<file path="src/rtl/hazard_ctrl.sv">
// Pipeline hazard controller: load-use stalls, branch/jump redirects, data-memory waits with timeout.
// Control outputs are combinational (zero latency); state, fault and performance counters are registered.
module hazard_ctrl #(
    parameter int MEM_TIMEOUT = 16,
    parameter int CNT_W       = 16
) (
    input  logic             clk,
    input  logic             rst,
    input  logic [4:0]       id_rs_addr,
    input  logic [4:0]       id_rt_addr,
    input  logic             id_uses_rs,
    input  logic             id_uses_rt,
    input  logic             id_jump,
    input  logic             ex_mem_read,
    input  logic [4:0]       ex_write_addr,
    input  logic             ex_branch_taken,
    input  logic             mem_req,
    input  logic             mem_ready,
    output logic             pc_write,
    output logic             if_id_write,
    output logic             if_id_flush,
    output logic             id_ex_flush,
    output logic             pipe_freeze,
    output logic             mem_wb_flush,
    output logic             fault,
    output logic [CNT_W-1:0] stall_cnt,
    output logic [CNT_W-1:0] flush_cnt
);

    localparam int WC_W = $clog2(MEM_TIMEOUT + 1);

    localparam logic [1:0] ST_RUN      = 2'd0;
    localparam logic [1:0] ST_MEM_WAIT = 2'd1;
    localparam logic [1:0] ST_FAULT    = 2'd2;

    logic [1:0]       state_q, state_d;
    logic [WC_W-1:0]  wait_cnt_q, wait_cnt_d;
    logic             fault_q, fault_d;
    logic [CNT_W-1:0] stall_cnt_q, stall_cnt_d;
    logic [CNT_W-1:0] flush_cnt_q, flush_cnt_d;

    logic mem_stall;
    logic load_use;

    always_comb begin
        mem_stall = ((state_q == ST_RUN) && mem_req && !mem_ready) ||
                    ((state_q == ST_MEM_WAIT) && !mem_ready);
        load_use  = ex_mem_read && (ex_write_addr != 5'd0) &&
                    ((id_uses_rs && (id_rs_addr == ex_write_addr)) ||
                     (id_uses_rt && (id_rt_addr == ex_write_addr)));
    end

    // Priority chain: fault > memory freeze > branch > load-use > jump > run.
    always_comb begin
        pc_write     = 1'b1;
        if_id_write  = 1'b1;
        if_id_flush  = 1'b0;
        id_ex_flush  = 1'b0;
        pipe_freeze  = 1'b0;
        mem_wb_flush = 1'b0;
        if (rst) begin
            pc_write     = 1'b0;
            if_id_write  = 1'b0;
            if_id_flush  = 1'b1;
            id_ex_flush  = 1'b1;
            mem_wb_flush = 1'b1;
        end else if (state_q == ST_FAULT || mem_stall) begin
            pc_write     = 1'b0;
            if_id_write  = 1'b0;
            pipe_freeze  = 1'b1;
            mem_wb_flush = 1'b1;
        end else if (ex_branch_taken) begin
            if_id_flush = 1'b1;
            id_ex_flush = 1'b1;
        end else if (load_use) begin
            pc_write    = 1'b0;
            if_id_write = 1'b0;
            id_ex_flush = 1'b1;
        end else if (id_jump) begin
            if_id_flush = 1'b1;
        end
    end

    // wait_cnt counts frozen cycles; the RUN cycle that first sees the miss is cycle 1.
    always_comb begin
        state_d    = state_q;
        wait_cnt_d = wait_cnt_q;
        case (state_q)
            ST_RUN: begin
                if (mem_req && !mem_ready) begin
                    state_d    = ST_MEM_WAIT;
                    wait_cnt_d = WC_W'(1);
                end
            end
            ST_MEM_WAIT: begin
                if (mem_ready) begin
                    state_d    = ST_RUN;
                    wait_cnt_d = '0;
                end else if (wait_cnt_q == WC_W'(MEM_TIMEOUT)) begin
                    state_d = ST_FAULT;
                end else begin
                    wait_cnt_d = wait_cnt_q + WC_W'(1);
                end
            end
            ST_FAULT: begin
                state_d = ST_FAULT;
            end
            default: begin
                state_d    = ST_RUN;
                wait_cnt_d = '0;
            end
        endcase
    end

    always_comb begin
        fault_d     = fault_q || (state_d == ST_FAULT);
        stall_cnt_d = stall_cnt_q;
        flush_cnt_d = flush_cnt_q;
        if (!pc_write && (state_q != ST_FAULT) && (stall_cnt_q != {CNT_W{1'b1}}))
            stall_cnt_d = stall_cnt_q + CNT_W'(1);
        if (if_id_flush && (flush_cnt_q != {CNT_W{1'b1}}))
            flush_cnt_d = flush_cnt_q + CNT_W'(1);
    end

    always_ff @(posedge clk or posedge rst) begin
        if (rst) begin
            state_q     <= ST_RUN;
            wait_cnt_q  <= '0;
            fault_q     <= 1'b0;
            stall_cnt_q <= '0;
            flush_cnt_q <= '0;
        end else begin
            state_q     <= state_d;
            wait_cnt_q  <= wait_cnt_d;
            fault_q     <= fault_d;
            stall_cnt_q <= stall_cnt_d;
            flush_cnt_q <= flush_cnt_d;
        end
    end

    assign fault     = fault_q;
    assign stall_cnt = stall_cnt_q;
    assign flush_cnt = flush_cnt_q;

endmodule
</file>
<file path="config.mk">
export PLATFORM = sky130hd
export DESIGN_NAME = hazard_ctrl
export DESIGN_NICKNAME = d
export VERILOG_FILES = /design/src/rtl/hazard_ctrl.sv
export SDC_FILE = /design/constraint.sdc
export NUM_CORES = 1
export LEC_CHECK = 0
export CORE_MARGIN = 2
export CORE_UTILIZATION = 51
export CTS_CLUSTER_SIZE = 40
export DETAILED_ROUTE_END_ITERATION = 8
export HOLD_SLACK_MARGIN = 0.08
export PLACE_DENSITY = 0.85
export SLEW_MARGIN = 20
export SYNTH_ARGS = -nofsm -noshare
export SYNTH_HDL_FRONTEND = slang
export SYNTH_SLANG_ARGS = --single-unit
</file>
<file path="constraint.sdc">
create_clock -name clk -period 5.5 [get_ports clk]
set_clock_uncertainty 0.15 [all_clocks]
set_input_delay 0.825 -clock clk [delete_from_list [all_inputs] [get_ports clk]]
set_output_delay 0.825 -clock clk [all_outputs]
set_load 0.05 [all_outputs]
</file>
==> flow_metrics.py <==
metrics = {
    "critical_path": {
        "cp_common_cell": "clkdlybuf4s50_1",
        "arrival_ns": 3.38,
        "end_kind": "primary output",
        "critPathKind": "in2out",
        "critical_path.max_stage_delay_ns": 0.85,
        "crit_chain": "clkdlybuf4s50_1, or4_1, o21ai_2, or3_2, a2bb2oi_2, clkdlybuf4s50_1",
        "cp_max_fo": 5,
        "r2r_slack_ns": 2.99,
        "startpoint_type": "primary input",
        "timing.rr.end": "flush_cnt[1]$_DFFE_PP0P_",
        "critPathSlowestCell": "clkdlybuf4s50_1",
        "critPathRequiredTime_ns": 4.53,
        "crit_start": "ex_write_addr[1]",
        "crit_path_end": "if_id_flush",
        "r2r_cells": 6,
        "reg2reg_from": "flush_cnt[0]$_DFFE_PP0P_",
    },
    "sta": {
        "finalHoldViolCount": 0,
        "period_share_pct": 79.3,
        "min_period_ns": 4.36,
        "max_slew.worst_pin.slew_ns": 0.718,
        "slew_viol_final": 0,
        "finalHoldWorstSlack_ns": 0.341,
        "tns_ns": 0,
        "fmax_mhz": 229,
        "setup_viol": 0,
        "slew-limit-headroom_pct": 51.5,
        "fin_ws_ns": 1.14,
        "rsz0062_at_grt": "no",
    },
    "cells_and_area": {
        "area_growth_syn_to_layout_pct": 35.2,
        "drive_gt1_share_pct": 8.73,
        "fillers": 318,
        "utilization_pct": 72.8,
        "fin_nets": 302,
        "num_antenna_cells": 0,
        "fin_cells": 325,
    },
    "floorplanning": {
        "start_util_pct": 53.8,
        "placement_rows": 23,
        "dieArea_mm2": 0.00485,
        "core_mm2": 0.00409,
        "die_w_um": 69.7,
        "pin_count": 63,
        "die_h_um": 69.7,
    },
    "cts": {
        "ctsResizeCount": 0,
        "postCtsHoldBufs": 0,
        "cts_inserted_buffers": 5,
        "postCtsSetupBuffers": 0,
        "clk_pin_slew_ns": 0.08,
        "cts_sinks": 40,
        "root_buffer": "clkbuf_8",
        "cts_buffer_depth": 2,
        "htree_levels": 2,
        "cts_tree": "built",
        "clock_latency_ns": 0.29,
    },
    "job": {
        "max_cap_violations": 0,
    },
    "place": {
        "port_buffers": 62,
        "dp_slack_ns": 1.14,
        "dpl.hpwl_um": 3550,
        "dp.cells": 317,
        "gp_congestion": 0.807,
    },
    "detailed_routing": {
        "drc": 0,
        "drt_wl_total_um": 4780,
        "vias_per_cell": 5.48,
        "vias": 1781,
        "antenna_left": 0,
        "first_iter_violations": 95,
        "firstDrtPassIters": 4,
        "routedWlPerCell_um": 14.7,
    },
    "synthesis": {
        "synth.distinct_cells": 45,
        "netlist_instances": 208,
        "synth.net_count": 236,
        "ys_seq_elements": 40,
        "synth_edf_count": 0,
        "postSynthAreaPerCell_um2": 10.6,
        "synth_flop_cell": "dfrtp_1",
        "synth_area_mm2": 0.00220,
        "synth_warnings": 0,
        "ys_seq_area_share_pct": 45.5,
        "async_flop_share_pct": 100,
    },
    "global_route": {
        "grt_pass1_vias": 1798,
        "grt_pass1_wl_um": 8200,
        "antenna_found_initial": 0,
        "grt_max_degree": 44,
        "grtUsageTotal_pct": 21.0,
        "overflow": 0,
    },
    "power": {
        "combPwrFrac_pct": 43.6,
        "p_sw_w": 0.000517,
        "seqPwrFrac_pct": 36.7,
        "power.share.clock_pct": 19.8,
        "p_int_w": 0.000687,
        "vdd_drop_max_uv": 251,
        "power.density_mw_per_mm2": 405,
        "p_leak_nw": 1.23,
        "p_sw_share_pct": 42.9,
    },
    "worst_hold_path": {
        "holdCritPathClass": "reg2reg",
    },
    "outcome": {
        "status": "complete, no violations",
    },
}
## metal layers
metal	up-vias	wire length [um]	track usage [%]
li1	862	-	-
met1	858	2020	26.8
met2	52	2450	35.4
met3	9	221	4.36
met4	0	83	7.91
met5	-	0	0
## state kept, by name, indices dropped and copies added, names as in the netlist
signal and cells:
state_q 2, stall_cnt 16, flush_cnt 16, fault 1, wait_cnt_q 5
## synthesized netlist by cell type, drive strengths merged, types with 2 or more instances
cell,number,share of area (%)
nor2b,3,0.85
a41oi,2,1.1
xor2,20,8.0
mux2,2,1.0
dfrtp,40,46
nor4,6,3.0
buf,4,1.4
nor2,14,2.4
a31oi,2,0.57
nand2b,3,0.85
ha,4,2.3
nand3,12,2.7
nand4,9,2.6
a21oi,3,0.68
or2,2,0.57
nand2,15,2.6
a32oi,2,1.6
o21ai,7,1.9
nor3,3,1.1
and3,11,3.1
inv,7,1.2
and2,2,0.57
nand4b,2,0.80
xnor2,21,8.4
## cells by family (layout without fill, tap and decap cells)
kind of cell | Yosys count | count (layout) | share of synthesized area [%]
xor gates and xnor gates | 41 | 41 | 16.3
AOI/OAI and AO/OA | 21 | 21 | 8.65
adders and majority gates | 4 | 4 | 2.28
and+or+nand+nor | 87 | 87 | 23.0
buffers and inverters | 12 | 79 | 2.79
DFF | 40 | 40 | 45.5
muxes | 3 | 3 | 1.48
## final cells by class
cell class	instances	area, um2	area share [%]
inverter	7	26.3	0.883
clock inverter	3	42.5	1.43
timing repair buffer	64	636	21.4
tap	50	62.6	2.10
clock buffer	5	68.8	2.31
sequential	40	1000	33.7
multi-input combinational	156	1140	38.2
## critical path: cells and delay by family
family | cells | cell delay [ns]
and+or+nand+nor | 2 | 0.77
buffers and inverters | 2 | 1.31
AOI/OAI and AO/OA | 2 | 0.47
## metrics by stage
step	instance area [um2]	total power (W)
2_1_floorplan	2200	0.000786
3_3_place_gp	2860	0.000957
3_5_place_dp	2860	0.000973
4_1_cts	2970	0.00121
5_1_grt	2970	0.00127
6_report	2970	0.00120
## cells in the final DEF, fill, tap and decap left out, types with 2 or more instances in the layout
master,n
clkdlybuf4s50_1,62
dfrtp_1,40
xnor2_1,21
xor2_1,20
nand2_1,15
nor2_1,14
nand3_1,12
and3_1,11
nand4_1,9
inv_1,7
o21ai_0,5
clkbuf_8,5
ha_1,4
nor2b_1,3
nand2b_1,3
nor4_1,3
a21oi_1,3
nor4_2,2
o21ai_2,2
or2_2,2
nand4b_1,2
a31oi_1,2
mux2_1,2
nor3_2,2
buf_4,2
## worst min-delay path by stage
| stage | start | to | slack [ns] | cells after the start |
|---|---|---|---|---|
| finish | stall_cnt[9]$_DFFE_PP0P_ | stall_cnt[9]$_DFFE_PP0P_ | 0.34 | 1 |
| global route | fault$_DFF_PP0_ | fault$_DFF_PP0_ | 0.36 | 1 |
| CTS | stall_cnt[11]$_DFFE_PP0P_ | stall_cnt[11]$_DFFE_PP0P_ | 0.34 | 1 |
| detailed placement | stall_cnt[9]$_DFFE_PP0P_ | stall_cnt[9]$_DFFE_PP0P_ | 0.33 | 1 |
| global placement | fault$_DFF_PP0_ | fault$_DFF_PP0_ | 0.32 | 1 |
| floorplan | wait_cnt_q[4]$_DFFE_PP0P_ | wait_cnt_q[4]$_DFFE_PP0P_ | 0.35 | 2 |
## power by group through the flow
stage	clock [W]	sequential (W)	combinational, W
global placement	0	0.000441	0.000516
CTS	0.000241	0.000441	0.000529
finish	0.000238	0.000442	0.000525
global route	0.000255	0.000456	0.000560
detailed placement	0	0.000446	0.000527
floorplan	0	0.000637	0.000150
Note: power is estimated with default switching activity, not from simulation.
